**src/rtl/sll32_seq_if.sv**
```systemverilog
// sll32_seq_if: start/busy/done handshake and data bus of the iterative shifter.
// The dir signal exists only when SLL32_SEQ_SRL_EN is defined.
interface sll32_seq_if;
    logic        start;
    logic [31:0] A;
    logic [31:0] B;
`ifdef SLL32_SEQ_SRL_EN
    logic        dir;
`endif
    logic [31:0] res;
    logic        busy;
    logic        done;

`ifdef SLL32_SEQ_SRL_EN
    modport master (output start, A, B, dir, input res, busy, done);
    modport slave  (input start, A, B, dir, output res, busy, done);
`else
    modport master (output start, A, B, input res, busy, done);
    modport slave  (input start, A, B, output res, busy, done);
`endif
endinterface

```
**src/rtl/sll32_seq.sv**
```systemverilog
// sll32_seq: multi-cycle 32-bit logical left shifter, STEP bits per cycle, shamt = B[10:6].
// Defining SLL32_SEQ_SRL_EN adds a dir input selecting logical right shift.
module sll32_seq #(
    parameter int STEP = 1
) (
    input logic         clk,
    input logic         rst_n,
    sll32_seq_if.slave  bus
);
    typedef enum logic [1:0] {IDLE, SHIFT, DONE} state_t;

    state_t      state_q, state_d;
    logic [31:0] work_q, work_d;
    logic [31:0] res_q, res_d;
    logic [4:0]  cnt_q, cnt_d;
    logic [4:0]  n;
    logic [4:0]  rem;
    logic [31:0] shifted;
    logic        unused_b;

    assign unused_b = ^{bus.B[31:11], bus.B[5:0]};

    // A zero count yields n=0, so the single mandatory SHIFT visit just copies work to res.
    assign n   = (cnt_q < 5'(STEP)) ? cnt_q : 5'(STEP);
    assign rem = cnt_q - n;

`ifdef SLL32_SEQ_SRL_EN
    logic dir_q, dir_d;
    assign shifted = dir_q ? (work_q >> n) : (work_q << n);
`else
    assign shifted = work_q << n;
`endif

    always_ff @(posedge clk or negedge rst_n) begin
        if (!rst_n) begin
            state_q <= IDLE;
            work_q  <= '0;
            res_q   <= '0;
            cnt_q   <= '0;
`ifdef SLL32_SEQ_SRL_EN
            dir_q   <= 1'b0;
`endif
        end else begin
            state_q <= state_d;
            work_q  <= work_d;
            res_q   <= res_d;
            cnt_q   <= cnt_d;
`ifdef SLL32_SEQ_SRL_EN
            dir_q   <= dir_d;
`endif
        end
    end

    always_comb begin
        state_d = state_q;
        work_d  = work_q;
        res_d   = res_q;
        cnt_d   = cnt_q;
`ifdef SLL32_SEQ_SRL_EN
        dir_d   = dir_q;
`endif
        if (state_q == SHIFT) begin
            work_d = shifted;
            cnt_d  = rem;
            if (rem == 5'd0) begin
                res_d   = shifted;
                state_d = DONE;
            end
        end else if (bus.start) begin
            work_d  = bus.A;
            cnt_d   = bus.B[10:6];
`ifdef SLL32_SEQ_SRL_EN
            dir_d   = bus.dir;
`endif
            state_d = SHIFT;
        end else begin
            state_d = IDLE;
        end
    end

    assign bus.res  = res_q;
    assign bus.busy = (state_q == SHIFT);
    assign bus.done = (state_q == DONE);
endmodule

```
**src/flat_wrapper.sv**
```systemverilog
// flat-port wrapper written by rule: the top's interface ports become plain ports
module sll32_seq_flat 
#(
    parameter int STEP = 1
)
  (clk, rst_n, bus_start, bus_A, bus_B, bus_res, bus_busy, bus_done);
  sll32_seq_if bus_i ();
  input logic clk;
  input logic rst_n;
  input wire logic [$bits(bus_i.start)-1:0] bus_start;
  input wire logic [$bits(bus_i.A)-1:0] bus_A;
  input wire logic [$bits(bus_i.B)-1:0] bus_B;
  output wire logic [$bits(bus_i.res)-1:0] bus_res;
  output wire logic [$bits(bus_i.busy)-1:0] bus_busy;
  output wire logic [$bits(bus_i.done)-1:0] bus_done;
  assign bus_i.start = bus_start;
  assign bus_i.A = bus_A;
  assign bus_i.B = bus_B;
  assign bus_res = bus_i.res;
  assign bus_busy = bus_i.busy;
  assign bus_done = bus_i.done;
  sll32_seq #(.STEP(STEP)) u_core (.clk(clk), .rst_n(rst_n), .bus(bus_i));
endmodule
```
**config.mk**
```make
export PLATFORM = sky130hd
export DESIGN_NAME = sll32_seq_flat
export DESIGN_NICKNAME = d
export VERILOG_FILES = /design/src/rtl/sll32_seq_if.sv /design/src/rtl/sll32_seq.sv /design/src/flat_wrapper.sv
export SDC_FILE = /design/constraint.sdc
export NUM_CORES = 1
export LEC_CHECK = 0
export BUFFER_PORTS_ARGS = -buffer_cell sky130_fd_sc_hd__buf_4
export CORE_MARGIN = 10
export CORE_UTILIZATION = 53
export CTS_BUF_LIST = sky130_fd_sc_hd__clkbuf_8
export DETAILED_ROUTE_END_ITERATION = 7
export GPL_ROUTABILITY_DRIVEN = 1
export PLACE_DENSITY_LB_ADDON = 0.05
export SLEW_MARGIN = 20
export SYNTH_ARGS = -nofsm -noshare
export SYNTH_HDL_FRONTEND = slang
export SYNTH_SLANG_ARGS = --single-unit
```
**constraint.sdc**
```tcl
create_clock -name clk -period 2.5 [get_ports clk]
set_input_delay 0.25 -clock clk [delete_from_list [all_inputs] [get_ports clk]]
set_output_delay 0.25 -clock clk [all_outputs]
set_load 0.05 [all_outputs]
```
After elaboration in Yosys (flattened, before gate mapping)
Index checks and enable logic that the tools add are counted.
{"block": "totals", "ramBits": 0, "register_bits": 71, "in_bits": 67, "mem_bits_ro": 0, "mem_count": 0, "word_cells": 21, "latch_bits": 0}
{"block": "op_classes", "order_cmp": 1, "reduce_logical": 3, "n_bitwise": 0, "shift": 1, "multipliers": 0, "muxes": 8, "eq_ne": 3, "div_mod_pow": 0, "add_sub_neg": 1}
{"operator": "2-to-1 mux 32 bit", "count": 2}
{"operator": "<< shifter 32 x 5 -> 32 bit", "count": 1}
{"operator": "2-to-1 mux 5 bit", "count": 3}
{"operator": "zero test 5 bit", "count": 1}
{"operator": "less-than comparator 5 x 1 -> 1 bit, second input constant", "count": 1}
{"operator": "subtractor 5 bit", "count": 1}
{"operator": "2-to-1 mux 2 bit", "count": 2}
{"operator": "== test 2 x 1 -> 1 bit, second input constant", "count": 1}
{"operator": "== test 2 bit, second input constant", "count": 1}
{"operator": "!= test 2 x 1 -> 1 bit, second input constant", "count": 1}
{"operator": "AND reduction 2 bit", "count": 1}
{"operator": "nonzero test 2 bit", "count": 1}
{"operator": "2-to-1 mux 1 bit", "count": 1}

Logic depth before layout (Yosys ltp)
{"block": "depth", "depth_word": 6, "mapped_depth": 9}

Worst setup path before layout
Ideal clock, no wire load.
{"block": "synth_path", "path_kind": "register to register", "start": "register u_core.cnt_q[1]", "end": "register u_core.res_q[11] (netlist: u_core.bus.res[11])", "setup_ns": 0.126, "arrival_time_ns": 2.157, "stages_incl_launch_ff": 9, "slack_ns": 0.217, "path_cell_list": "dfrtp_1 -> or4_4 -> nand2b_1 -> ha_1 -> nand2b_1 -> a2111oi_4 -> buf_4 -> buf_2 -> a21oi_1"}
{"block": "synth_via", "elab_chain_cells": 5, "elab_cells_between_ends": 6, "cone_classes": "add/sub: 1; order compare: 1; shift: 1; mux: 1; reduce/logical: 2"}
{"item": "from (decl)", "line": "sll32_seq.sv:15", "source": "logic [4:0] cnt_q, cnt_d;"}
{"item": "from (signal assigned)", "line": "sll32_seq.sv:47", "source": "cnt_q <= cnt_d;"}
{"item": "less-than comparator 5 x 1 -> 1 bit", "line": "sll32_seq.sv:24", "source": "assign n = (cnt_q < 5'(STEP)) ? cnt_q : 5'(STEP);"}
{"item": "2-to-1 mux 5 bit", "line": "sll32_seq.sv:24"}
{"item": "subtractor 5 bit", "line": "sll32_seq.sv:25", "source": "assign rem = cnt_q - n;"}
{"item": "zero test 5 bit", "line": "sll32_seq.sv:65", "source": "if (rem == 5'd0) begin"}
{"item": "AND reduction 2 bit (no source line)"}
{"item": "to (signal assigned)", "line": "sll32_seq.sv:46", "source": "res_q <= res_d;"}
{"item": "to (decl)", "line": "sll32_seq.sv:14", "source": "logic [31:0] res_q, res_d;"}
Several ways; a longest one is shown, not always the timed one.
A chain may end at the register's enable or synchronous reset.

Final worst setup path
{"block": "layout_path", "start": "register u_core.cnt_q[2]", "end": "register u_core.res_q[2] (netlist: u_core.bus.res[2])"}
Same word-level chain as after synthesis.

==> flow_summary.yaml <==
die:
  pin_count: 101
  die_x_um: 98.4
  rows: 28
  die_h_um: 98.4
  core-area_um2: 5960
  dieArea_um2: 9690
  initial_core_util: 0.547
finish:
  diodes: 0
  postLayoutCoreUtil: 0.697
  drive_gt1_frac: 0.284
  fill_cells: 463
  area_growth_pct: 27.4
  finalNetCount: 433
power_and_ir_drop:
  ir_drop_mv: 0.861
  p_total_w: 0.00653
  power_per_cell_area_nw_per_um2: 1570
  power_leakage_nw: 1.70
placed_design:
  io_buffers: 73
  pre_cts_slack_ns: 0.139
  hpwl_um: 4950
  routabilityCongestion: 0.749
detailed_routing:
  antenna_left: 0
  drc: 0
  drt-vias-per-instance: 5.60
  wire_per_inst_um: 17.3
  dr.pass1.iters: 4
  drt-total-wl_um: 7720
  num_vias: 2494
  dr.first_iter.drc_count: 126
timing:
  rsz0062_at_grt: "no"
  fin_crit_sh: 0.914
  finalHoldViolations: 0
  fmax_ghz: 0.438
  finClkSkew_ns: 0.0110
  max_slew.worst_pin.slew_ns: 0.895
  worst_slack_ns: 0.215
  slew_violations: 0
  holdWs_ns: 0.0227
  slew_headroom: 0.403
  period_needed_ns: 2.28
  finalSetupTns_ns: 0
  timing.final.setup_violations: 0
clock_tree:
  clock_sinks: 71
  clk_pin_slew_ns: 0.07
  cts_root_buf: "clkbuf_8"
  cts_buffer_depth: 2
  cts_tree: "built"
  clock_latency_ns: 0.34
  htreeDepth: 3
  cts_made_buffers: 9
  hold_buffers: 0
logic_synthesis:
  synth_nets: 358
  synth.area.top_cells: "dfrtp_1 (55%), mux2i_1 (10%), o22a_1 (8.3%)"
  ys.flop_type: "dfrtp_1"
  yosys_warnings: 0
  ys_ff_latch: 71
  ys_seq_area_frac: 0.545
  synth_top_cell_area_share: 0.545
  synthCells: 290
  avgSynthCellArea_um2: 11.2
  ys_types: 29
  synth-edff-count: 0
  yosysTopAreaCell: "dfrtp_1"
  async_flop_share: 1.00
  synthesis.area_um2: 3260
  ys_top_cells_by_count: "dfrtp_1 (71), nor2_1 (35), a21oi_1 (34), mux2i_1 (33)"
  synth_most_common_cell: "dfrtp_1"
worst_setup_path:
  critPathArrivalTime_ns: 2.55
  crit_path_end: "u_core.bus.res[2]"
  crit_path_end_kind: "flip-flop"
  cp.required_ns: 2.77
  r2r_setup_slack_ns: 0.22
  worstPathMaxFanout: 18
  worstRegToRegCells: 9
  start_kind: "flip-flop"
  rr_endpoint: "u_core.bus.res[2]"
  timing.rr.start: "u_core.cnt_q[2]"
  startpoint: "u_core.cnt_q[2]"
  path_class: "reg -> reg"
global_routing:
  grt_pass1_wl_um: 12200
  grt_max_degree: 72
  antenna_found_initial: 0
  grt.overflow.total: 0
  grt_pass1_vias: 2484
  grt_use_total: 0.152
hold_path:
  holdCritPathClass: "in -> async"
outcome:
  status: "finished, final reports clean"
run:
  maxCapViolCount: 0
## report_power, final
part | switching [W] | total, W | internal, W | leakage, nW
clock | 0.000417 | 0.00102 | 0.000608 | 0.122
combinational | 0.00203 | 0.00340 | 0.00137 | 0.800
sequential | 0.000421 | 0.00211 | 0.00169 | 0.782
total | 0.00287 | 0.00653 | 0.00366 | 1.70
## placed cells by master, fill, tap and decap left out, drive strengths merged, types with 2 or more instances in the layout
master	count
a211oi	2
a21oi	34
buf	84
bufinv	2
clkbuf	12
clkinv	2
dfrtp	71
inv	5
mux2i	33
nand2	4
nand2b	3
nor2	36
nor2b	2
nor4	2
o21a	31
o21ai	7
o22a	31
## cell type report
type / instances / area [um^2] / share of cell area
Clock buffer: 11 / 151 / 0.0365
Clock inverter: 5 / 72.6 / 0.0175
Inverter: 4 / 15.0 / 0.00362
Multi-Input combinational cell: 194 / 1370 / 0.330
Sequential cell: 71 / 1780 / 0.428
Tap cell: 75 / 93.8 / 0.0226
Timing Repair Buffer: 85 / 672 / 0.162
## worst min-delay path by stage
stage,from,end,slack (ns)
2_1_floorplan,rst_n,u_core.bus.res[0],-0.05
3_3_place_gp,rst_n,u_core.cnt_q[1],0.44
3_5_place_dp,rst_n,u_core.cnt_q[1],0.44
4_1_cts,rst_n,u_core.bus.res[21],0.07
5_1_grt,rst_n,u_core.cnt_q[2],0.08
6_report,rst_n,u_core.cnt_q[2],0.02
## timing repair
action                                  4_1_cts  5_1_grt
endpoints found under the setup margin        0       19
setup buffers                                 0        1
resized for setup                             0        1
## registers in the layout (all words and copies together), names as in the netlist
signal / cells
u_core.state_q: 2
u_core.bus.res: 32
u_core.cnt_q: 5
u_core.work_q: 32
## per-stage QoR
step | cell area, um^2 | cells
global route | 4150 | 445
detailed placement | 3900 | 427
global placement | 3900 | 427
floorplan | 3260 | 290
finish | 4150 | 445
CTS | 4130 | 443
## metal layers
layer  part of all wire  vias up  wire length, um  GRT usage
met5                  0        -                0          0
met4              0.016        0              121     0.0650
met2               0.48       59             3690      0.244
met3              0.063       12              486     0.0510
met1               0.44     1218             3420      0.183
li1                   -     1205                -          -
## critical path, cell delays in order, from the launching register on
cell       delay (ns)
dfrtp_1          0.43
or4_4            0.58
nand2b_1         0.13
ha_1             0.18
nand2b_1         0.10
a2111oi_4        0.19
buf_4            0.20
buf_4            0.22
nor2_1           0.07
a21oi_1          0.11
## cells by family (layout without fill, tap and decap cells)
kind of cell,after synthesis,count (layout),synth area share
flip-flops,71,71,0.545
AO/OA/AOI/OAI,108,108,0.236
AND/OR/NAND/NOR,52,52,0.0745
buffers and inverters,25,105,0.0392
multiplexers,33,33,0.101
adder cells (fa/ha/maj),1,1,0.00384
Power figures use the tool's default switching activity.
